===== config.mk =====
export PLATFORM = sky130hd
export DESIGN_NAME = bcd_serial_sequencer_flat
export DESIGN_NICKNAME = d
export VERILOG_FILES = /design/src/rtl/bcd_pkg.sv /design/src/rtl/bcd_serial_sequencer_if.sv /design/src/rtl/bcd_digit_adder.sv /design/src/rtl/bcd_serial_sequencer.sv /design/src/flat_wrapper.sv
export SDC_FILE = /design/constraint.sdc
export NUM_CORES = 1
export LEC_CHECK = 0
export BUFFER_PORTS_ARGS = -buffer_cell sky130_fd_sc_hd__buf_2
export CORE_AREA = 4 4 107 109
export CTS_CLUSTER_DIAMETER = 80
export CTS_CLUSTER_SIZE = 20
export DETAILED_ROUTE_END_ITERATION = 16
export DIE_AREA = 0 0 111 113
export SETUP_SLACK_MARGIN = 0.1
export SYNTH_ARGS = -nofsm -noshare
export SYNTH_HDL_FRONTEND = slang
export SYNTH_SLANG_ARGS = --single-unit

===== constraint.sdc =====
create_clock -name clk -period 3.25 [get_ports clk]
set_input_delay 0.1625 -clock clk [delete_from_list [all_inputs] [get_ports clk]]
set_output_delay 0.1625 -clock clk [all_outputs]
set_load 0.03 [all_outputs]

===== src/rtl/bcd_pkg.sv =====
// rtl/bcd_pkg.sv - shared state encoding and BCD constants for the serial sequencer
// Contents: state_e (IDLE/RUN/FIX/DONE), BCD_NINE, BCD_CORR,
//           bcd_digit_ok() digit range check, bcd_nines() nines complement.
package bcd_pkg;

  typedef enum logic [1:0] {
    ST_IDLE = 2'd0,
    ST_RUN  = 2'd1,
    ST_FIX  = 2'd2,
    ST_DONE = 2'd3
  } state_e;

  localparam logic [3:0] BCD_NINE = 4'd9;
  localparam logic [3:0] BCD_CORR = 4'd6;

  function automatic logic bcd_digit_ok(input logic [3:0] d);
    return d <= BCD_NINE;
  endfunction

  function automatic logic [3:0] bcd_nines(input logic [3:0] d);
    return BCD_NINE - d;
  endfunction

endpackage


===== src/rtl/bcd_serial_sequencer_if.sv =====
// rtl/bcd_serial_sequencer_if.sv - request/result bundle for the BCD serial sequencer
// Signals: start, sub, a, b (requester -> sequencer);
//          busy, done, result, cout, err, neg (sequencer -> requester).
// Modports: master = requester side, slave = sequencer side.
interface bcd_serial_sequencer_if #(
  parameter int DIGITS = 4
);

  logic                  start;
  logic                  sub;
  logic [4*DIGITS-1:0]   a;
  logic [4*DIGITS-1:0]   b;
  logic                  busy;
  logic                  done;
  logic [4*DIGITS-1:0]   result;
  logic                  cout;
  logic                  err;
  logic                  neg;

  modport master (
    output start, sub, a, b,
    input  busy, done, result, cout, err, neg
  );

  modport slave (
    input  start, sub, a, b,
    output busy, done, result, cout, err, neg
  );

endinterface


===== src/rtl/bcd_digit_adder.sv =====
// rtl/bcd_digit_adder.sv - combinational single-digit BCD adder (shared datapath)
// Ports: a_i, b_i (4-bit BCD digits), cin_i (decimal carry in),
//        sum_o (4-bit BCD digit), cout_o (decimal carry out).
module bcd_digit_adder
  import bcd_pkg::*;
(
  input  logic [3:0] a_i,
  input  logic [3:0] b_i,
  input  logic       cin_i,
  output logic [3:0] sum_o,
  output logic       cout_o
);

  logic [4:0] bin_sum;

  always_comb begin
    bin_sum = {1'b0, a_i} + {1'b0, b_i} + {4'b0000, cin_i};
    // Above nine the +6 correction wraps the low nibble back into 0..9.
    if (bin_sum > 5'd9) begin
      sum_o  = bin_sum[3:0] + BCD_CORR;
      cout_o = 1'b1;
    end else begin
      sum_o  = bin_sum[3:0];
      cout_o = 1'b0;
    end
  end

endmodule


===== src/rtl/bcd_serial_sequencer.sv =====
// rtl/bcd_serial_sequencer.sv - multi-digit BCD add/sub, one digit per clock through one adder
// Ports: clk, rst (synchronous, active-high), bus (bcd_serial_sequencer_if.slave).
// Optional macro BCD_SIGN_MAG_EN: adds the FIX state that turns a negative
// difference into magnitude with neg=1; without it neg is tied to 0.
module bcd_serial_sequencer
  import bcd_pkg::*;
#(
  parameter int DIGITS = 4
) (
  input  logic                     clk,
  input  logic                     rst,
  bcd_serial_sequencer_if.slave    bus
);

  localparam int KW = (DIGITS > 1) ? $clog2(DIGITS) : 1;
  localparam logic [KW-1:0] K_LAST = KW'(DIGITS - 1);

  state_e                 state_q, state_d;
  logic [KW-1:0]          k_q, k_d;
  logic                   c_q, c_d;
  logic                   sub_q, sub_d;
  logic                   cout_q, cout_d;
  logic                   err_q, err_d;
  logic [DIGITS-1:0][3:0] a_q, a_d;
  logic [DIGITS-1:0][3:0] b_q, b_d;
  logic [DIGITS-1:0][3:0] res_q, res_d;
`ifdef BCD_SIGN_MAG_EN
  logic                   neg_q, neg_d;
`endif

  logic [3:0] add_a, add_b, add_sum;
  logic       add_cin, add_cout;
  logic       in_err;

  always_comb begin
    in_err = 1'b0;
    for (int i = 0; i < DIGITS; i++) begin
      if (!bcd_digit_ok(bus.a[4*i +: 4]) || !bcd_digit_ok(bus.b[4*i +: 4])) begin
        in_err = 1'b1;
      end
    end
  end

  // Adder operand mux: RUN adds A to B (or to B's nines complement for
  // subtraction); FIX adds 0 to the nines complement of the stored result.
  always_comb begin
    add_a   = a_q[k_q];
    add_b   = sub_q ? bcd_nines(b_q[k_q]) : b_q[k_q];
    add_cin = c_q;
`ifdef BCD_SIGN_MAG_EN
    if (state_q == ST_FIX) begin
      add_a = 4'd0;
      add_b = bcd_nines(res_q[k_q]);
    end
`endif
  end

  bcd_digit_adder u_adder (
    .a_i    (add_a),
    .b_i    (add_b),
    .cin_i  (add_cin),
    .sum_o  (add_sum),
    .cout_o (add_cout)
  );

  always_comb begin
    state_d = state_q;
    k_d     = k_q;
    c_d     = c_q;
    sub_d   = sub_q;
    a_d     = a_q;
    b_d     = b_q;
    res_d   = res_q;
    cout_d  = cout_q;
    err_d   = err_q;
`ifdef BCD_SIGN_MAG_EN
    neg_d   = neg_q;
`endif
    case (state_q)
      ST_IDLE: begin
        if (bus.start) begin
          a_d    = bus.a;
          b_d    = bus.b;
          sub_d  = bus.sub;
          k_d    = '0;
          // Subtraction's +1 of the tens complement enters as the first carry.
          c_d    = bus.sub;
          res_d  = '0;
          cout_d = 1'b0;
          err_d  = in_err;
`ifdef BCD_SIGN_MAG_EN
          neg_d  = 1'b0;
`endif
          state_d = in_err ? ST_DONE : ST_RUN;
        end
      end
      ST_RUN: begin
        res_d[k_q] = add_sum;
        c_d        = add_cout;
        k_d        = k_q + 1'b1;
        if (k_q == K_LAST) begin
          cout_d  = add_cout;
          k_d     = '0;
          state_d = ST_DONE;
`ifdef BCD_SIGN_MAG_EN
          // No carry out of a subtraction means A<B: negate to magnitude.
          if (sub_q && !add_cout) begin
            c_d     = 1'b1;
            state_d = ST_FIX;
          end
`endif
        end
      end
`ifdef BCD_SIGN_MAG_EN
      ST_FIX: begin
        res_d[k_q] = add_sum;
        c_d        = add_cout;
        k_d        = k_q + 1'b1;
        if (k_q == K_LAST) begin
          k_d     = '0;
          neg_d   = 1'b1;
          state_d = ST_DONE;
        end
      end
`endif
      ST_DONE: state_d = ST_IDLE;
      default: state_d = ST_IDLE;
    endcase
  end

  always_ff @(posedge clk) begin
    if (rst) begin
      state_q <= ST_IDLE;
      k_q     <= '0;
      c_q     <= 1'b0;
      sub_q   <= 1'b0;
      a_q     <= '0;
      b_q     <= '0;
      res_q   <= '0;
      cout_q  <= 1'b0;
      err_q   <= 1'b0;
`ifdef BCD_SIGN_MAG_EN
      neg_q   <= 1'b0;
`endif
    end else begin
      state_q <= state_d;
      k_q     <= k_d;
      c_q     <= c_d;
      sub_q   <= sub_d;
      a_q     <= a_d;
      b_q     <= b_d;
      res_q   <= res_d;
      cout_q  <= cout_d;
      err_q   <= err_d;
`ifdef BCD_SIGN_MAG_EN
      neg_q   <= neg_d;
`endif
    end
  end

  assign bus.busy   = (state_q != ST_IDLE);
  assign bus.done   = (state_q == ST_DONE);
  assign bus.result = res_q;
  assign bus.cout   = cout_q;
  assign bus.err    = err_q;
`ifdef BCD_SIGN_MAG_EN
  assign bus.neg    = neg_q;
`else
  assign bus.neg    = 1'b0;
`endif

endmodule

===== src/flat_wrapper.sv =====
// flat-port wrapper written by rule: the top's interface ports become plain ports
module bcd_serial_sequencer_flat import bcd_pkg::*;
#(
  parameter int DIGITS = 4
)
  (clk, rst, bus_start, bus_sub, bus_a, bus_b, bus_busy, bus_done, bus_result, bus_cout, bus_err, bus_neg);
  bcd_serial_sequencer_if #(.DIGITS(DIGITS)) bus_i ();
  input  logic clk;
  input  logic rst;
  input wire logic [$bits(bus_i.start)-1:0] bus_start;
  input wire logic [$bits(bus_i.sub)-1:0] bus_sub;
  input wire logic [$bits(bus_i.a)-1:0] bus_a;
  input wire logic [$bits(bus_i.b)-1:0] bus_b;
  output wire logic [$bits(bus_i.busy)-1:0] bus_busy;
  output wire logic [$bits(bus_i.done)-1:0] bus_done;
  output wire logic [$bits(bus_i.result)-1:0] bus_result;
  output wire logic [$bits(bus_i.cout)-1:0] bus_cout;
  output wire logic [$bits(bus_i.err)-1:0] bus_err;
  output wire logic [$bits(bus_i.neg)-1:0] bus_neg;
  assign bus_i.start = bus_start;
  assign bus_i.sub = bus_sub;
  assign bus_i.a = bus_a;
  assign bus_i.b = bus_b;
  assign bus_busy = bus_i.busy;
  assign bus_done = bus_i.done;
  assign bus_result = bus_i.result;
  assign bus_cout = bus_i.cout;
  assign bus_err = bus_i.err;
  assign bus_neg = bus_i.neg;
  bcd_serial_sequencer #(.DIGITS(DIGITS)) u_core (.clk(clk), .rst(rst), .bus(bus_i));
endmodule

# Word level (Yosys, flattened, before mapping)
# Cells that the tools add are included.
# classes
addsub	5
magnitude_cmp	11
n_eq_ne	5
n_mux	28
n_reduce_logical	20
# ops
cell	n
$le A4 B4 Y1 const B	8
$pmux W16 S2	1
$mux W4	5
$bmux W4 S2	2
$bwmux W16	1
$mux W16	1
$mux W2	5
$demux W4 S2	1
$logic_not A1 Y1	8
$mux W1	8
$pmux W2 S2	2
$reduce_and A2 Y1	3
$add A4 B4 Y5	1
$add A5 B1 Y5	1
$gt A5 B4 Y1 const B	1
$add A4 B3 Y4 const B	1
$eq A2 B2 Y1 const B	2
$logic_or A1 B1 Y1	4
$pmux W1 S2	2
$reduce_bool A2 Y1	2
$sub A4 B4 Y4 const A	1
$lt A2 B3 Y1 const B	1
$reduce_and A3 Y1	1
$add A2 B1 Y2 const B	1
6 further kinds	6
# word_totals
reg_bits	56
input_bits	36
out_inout_bits	21
wordCells	87

# Depth between registers and ports, before layout
# logic_depth
word_depth	10
mapped_depth	14
mapped_depth_nobuf	13

# Hierarchy
# From an unflattened synthesis, not the netlist that was laid out.
# unflattened
cells_unflattened	311
hier_area_um2	2637.5
# by_module_without_submodules
module	instances	cells_per_inst	area_per_inst_um2	seq_area_each_um2
bcd_serial_sequencer	1	289	2426.1	1121.1
bcd_digit_adder	1	22	211.5	0.0

# Least setup slack after synthesis
# Ideal clock, no wire load.
# synth_path
kind	reg-to-reg
from	register u_core.k_q[1]
to	register u_core.res_q (netlist bit u_core.bus.result[2])
setup_time_ns	0.061
arrival_time_ns	3.513
t_required_ns	3.189
setup_slack_ns	-0.324
path_stages_with_launch	14
path_buffers	1
period_less_slack_ns	3.574
cell_sequence	dfxtp_1 > clkbuf_1 > mux4_2 > xnor2_1 > fa_1 > inv_1 > fa_1 > inv_1 > ha_1 > nand2_1 > a21boi_1 > a31oi_4 > mux2i_1 > a32o_1
# synth_between
elab_chain_cells	10
word_cells_on_any_way	18
classes_between	4 x add/sub; 3 x order compare; 10 x mux; 1 x reduce/logical
# synth_lines
item	line_no	text
start: declaration	bcd_serial_sequencer.sv:19	logic [KW-1:0] k_q, k_d;
start signal: assignment	bcd_serial_sequencer.sv:147	k_q <= k_d;
$bmux W4 S2	bcd_serial_sequencer.sv:48	add_b = sub_q ? bcd_nines(b_q[k_q]) : b_q[k_q];
$mux W4 (implied by the code)	bcd_serial_sequencer.sv:48	
$sub A4 B4 Y4	bcd_pkg.sv:21	return BCD_NINE - d;
$mux W4	bcd_serial_sequencer.sv:48	
$add A4 B4 Y5	bcd_digit_adder.sv:17	bin_sum = {1'b0, a_i} + {1'b0, b_i} + {4'b0000, cin_i};
$add A5 B1 Y5	bcd_digit_adder.sv:17	
$add A4 B3 Y4 or $gt A5 B4 Y1 (tied branches)	bcd_digit_adder.sv:20, bcd_digit_adder.sv:19	
$mux W4	bcd_digit_adder.sv:19	if (bin_sum > 5'd9) begin
$bwmux W16 *	bcd_serial_sequencer.sv:98	res_d[k_q] = add_sum;
$pmux W16 S2 *	bcd_serial_sequencer.sv:79	case (state_q)
end signal: assignment	bcd_serial_sequencer.sv:152	res_q <= res_d;
end: declaration	bcd_serial_sequencer.sv:26	logic [DIGITS-1:0][3:0] res_q, res_d;
# Mark *: on every way between the ends. The rest lies on a longest branch, timed or not. The select of a mux whose other input is x is not followed.
# A chain may end at the register's enable or synchronous reset.

# Final worst setup path
# layout_path
from	register u_core.k_q[1]
to	register u_core.res_q (netlist bit u_core.bus.result[14])
# The elaborated chain is that of the path after synthesis.

==> results_dict.tcl <==
set metrics [dict create \
    synth_top_cell_area_share_pct 43.2 \
    clockRootBuffer "clkbuf_8" \
    fin_crit_sh_pct 97.5 \
    grt_max_degree 57 \
    groute.usage.overall_pct 11.2 \
    path_class "reg2reg" \
    final_nets 420 \
    netlist_area_um2 2590 \
    worst_slew_pin_slew_ns 0.587 \
    crit_buf_inv 2 \
    p_leak_nw 1.35 \
    synth_edf_count 0 \
    rows 38 \
    clock_skew_ns 0.0121 \
    wirelength_um 7070 \
    p_seq_share_pct 45.8 \
    top_level_ports 57 \
    crit_required_ns 3.52 \
    syn_avg_cell_area_um2 8.45 \
    p_sw_share_pct 32.1 \
    most-common-layout-cells "nand2_1, buf_2, dfxtp_1" \
    period_needed_ns 3.17 \
    cts_buffers 5 \
    hold_violations 0 \
    portBuffers 55 \
    fmax_ghz 0.316 \
    nFillCells 1131 \
    instances_no_fill 514 \
    p_comb_share_pct 29.8 \
    postRouteAntennaNets 0 \
    antenna_found_initial 0 \
    ir_drop_v 0.000216 \
    timing.slew.headroom_pct 60.8 \
    cts_tree "built" \
    p_int_mw 1.11 \
    yosys.area.top_type "dfxtp_1" \
    crit_chain "mux4_2 -> xnor2_2 -> fa_2 -> inv_2 -> fa_2 -> inv_4 -> ha_4 -> nand2_4 -> a21boi_4 -> a31oi_4 -> mux2i_4 -> a32o_1" \
    cts_hold_buf 0 \
    drcViolationCount 0 \
    start_util_pct 24.5 \
    clk_pin_slew_worst_paths_ns 0.11 \
    coreArea_um2 10600 \
    drv_slew 0 \
    pwr-share-clk_pct 24.4 \
    cp_common_cell "fa_2" \
    drive_gt1_share_pct 30.5 \
    timing.setup.tns_ns 0 \
    clock_sinks 56 \
    ys_seq_area_share_pct 43.2 \
    max-clock-path-buffers 2 \
    final_common_cell "nand2_1" \
    hp-class "in2reg" \
    synth-warning-count 0 \
    clk_latency_ns 0.32 \
    drv_cap 0 \
    routabilityCongestion 0.755 \
    grt_first_pass_wirelength_um 11600 \
    status "finished clean" \
    viasPerCell 4.64 \
    fin_util_pct 31.6 \
    async_reset_ff_share_pct 0 \
    synth_seq_cells 56 \
    syn_inst 307 \
    cp-end-kind "register" \
    synth_fp_nets 354 \
    ys.flop_type "dfxtp_1" \
    grt_pass1_vias 2355 \
    die_w_um 111 \
    p_per_area_nw_per_um2 488 \
    ys_types 37 \
    slowest_stage "mux4_2" \
    antennaDiodeCount 0 \
    overflow 0 \
    placedCellCount 493 \
    drtIter0Drc 84 \
    max_stage_delay_ns 0.52 \
    dieArea_um2 12500 \
    vias 2386 \
    p_switching_uw 525 \
    critPathTopFamily "adder cells" \
    hpwlAfterDp_um 5200 \
    yosys-top-cells-area "dfxtp_1, nand2_1, a21oi_1" \
    setup_viol 0 \
    drt_first_pass_iters 4 \
    cts-htree-levels 2 \
    start_kind "register" \
    wire_per_inst_um 13.8 \
    arrival_ns 3.44 \
    critPathMaxFanout 7 \
    rsz0062_at_grt "yes" \
    die_h_um 113 \
    area_growth_pct 29.1 \
]
-- timing repair --
action                     in CTS  in global routing
gates resized for setup         3                 10
setup endpoints to repair      12                 14
setup buffers                   7                  6
pin swaps                      11                 15
-- cells by family after synthesis --
group / synth area share (%)
AOI/OAI and AO/OA: 18.6
buffers and inverters: 4.10
xor gates and xnor gates: 1.01
DFF: 43.2
muxes: 7.33
adders and majority gates: 5.89
other: 0.145
and+or+nand+nor: 19.7
-- tightest hold or removal path, delay by kind of cell --
kind                   cells  cell delay [ns]
buffers and inverters      1             0.10
and+or+nand+nor            1             0.05
AOI/OAI and AO/OA          1             0.05
-- final timing paths --
path	slack [ns]	depth (start not counted)	end	from
max	0.08	12	u_core.bus.result[14]	u_core.k_q[1]
max reg2reg	0.08	12	u_core.bus.result[14]	u_core.k_q[1]
min reg2reg	0.46	2	u_core.b_q[15]	u_core.b_q[15]
min	0.07	3	u_core.a_q[12]	bus_a[12]
-- power groups by stage --
stage	Combinational (mW)	Sequential [mW]	Clock (mW)
after floorplan	0.275	0.768	0
after global placement	0.383	0.764	0
after detailed placement	0.393	0.765	0
after CTS	0.442	0.749	0.407
after global routing	0.535	0.754	0.432
final	0.487	0.749	0.399
-- cells in the mapped netlist, types with 4 or more instances --
cell / n
a21oi_1: 41
a31oi_1: 5
a32o_1: 4
a32oi_1: 4
clkbuf_1: 14
dfxtp_1: 56
ha_1: 9
inv_1: 9
mux4_2: 8
nand2_1: 76
nand3_1: 5
nor2_1: 22
nor3_1: 6
o21ai_0: 9
o31ai_1: 4
or3_1: 5
-- per-layer routing --
layer	vias up	global-route usage, %	share of wire, %
met4	0	1.97	0.65
li1	1193	-	-
met5	-	0	0
met1	1107	15.7	48
met2	80	17.8	45
met3	6	2.78	6.5
-- flip-flops by register name, indices dropped and copies added (netlist names) --
signal and cells:
u_core.k_q 2, u_core.bus.result 16, u_core.a_q 16, u_core.bus.err 1, u_core.bus.cout 1, u_core.state_q 2
u_core.sub_q 1, u_core.b_q 16, u_core.add_cin 1
-- layout make-up --
cell class | instances | area (um2) | area share (%)
tap | 140 | 175 | 5.23
inverter | 9 | 36.3 | 1.08
multi-input combinational | 224 | 1470 | 43.9
clock inverter | 3 | 21.3 | 0.635
clock buffer | 5 | 68.8 | 2.05
sequential | 56 | 1130 | 33.6
timing repair buffer | 77 | 453 | 13.5
-- metrics by stage --
stage | setup WS [ns] | hold WS [ns] | power [mW] | cell area (um2)
after CTS | 0.0391 | 0.0672 | 1.60 | 3250
after detailed placement | -0.00698 | 0.411 | 1.16 | 3090
after global placement | 0.133 | 0.406 | 1.15 | 3090
final | 0.0806 | 0.0749 | 1.64 | 3350
after floorplan | 0.0557 | 0.298 | 1.04 | 2660
after global routing | -0.0479 | 0.0583 | 1.72 | 3350
No activity file was read; power rests on OpenSTA's default activity.
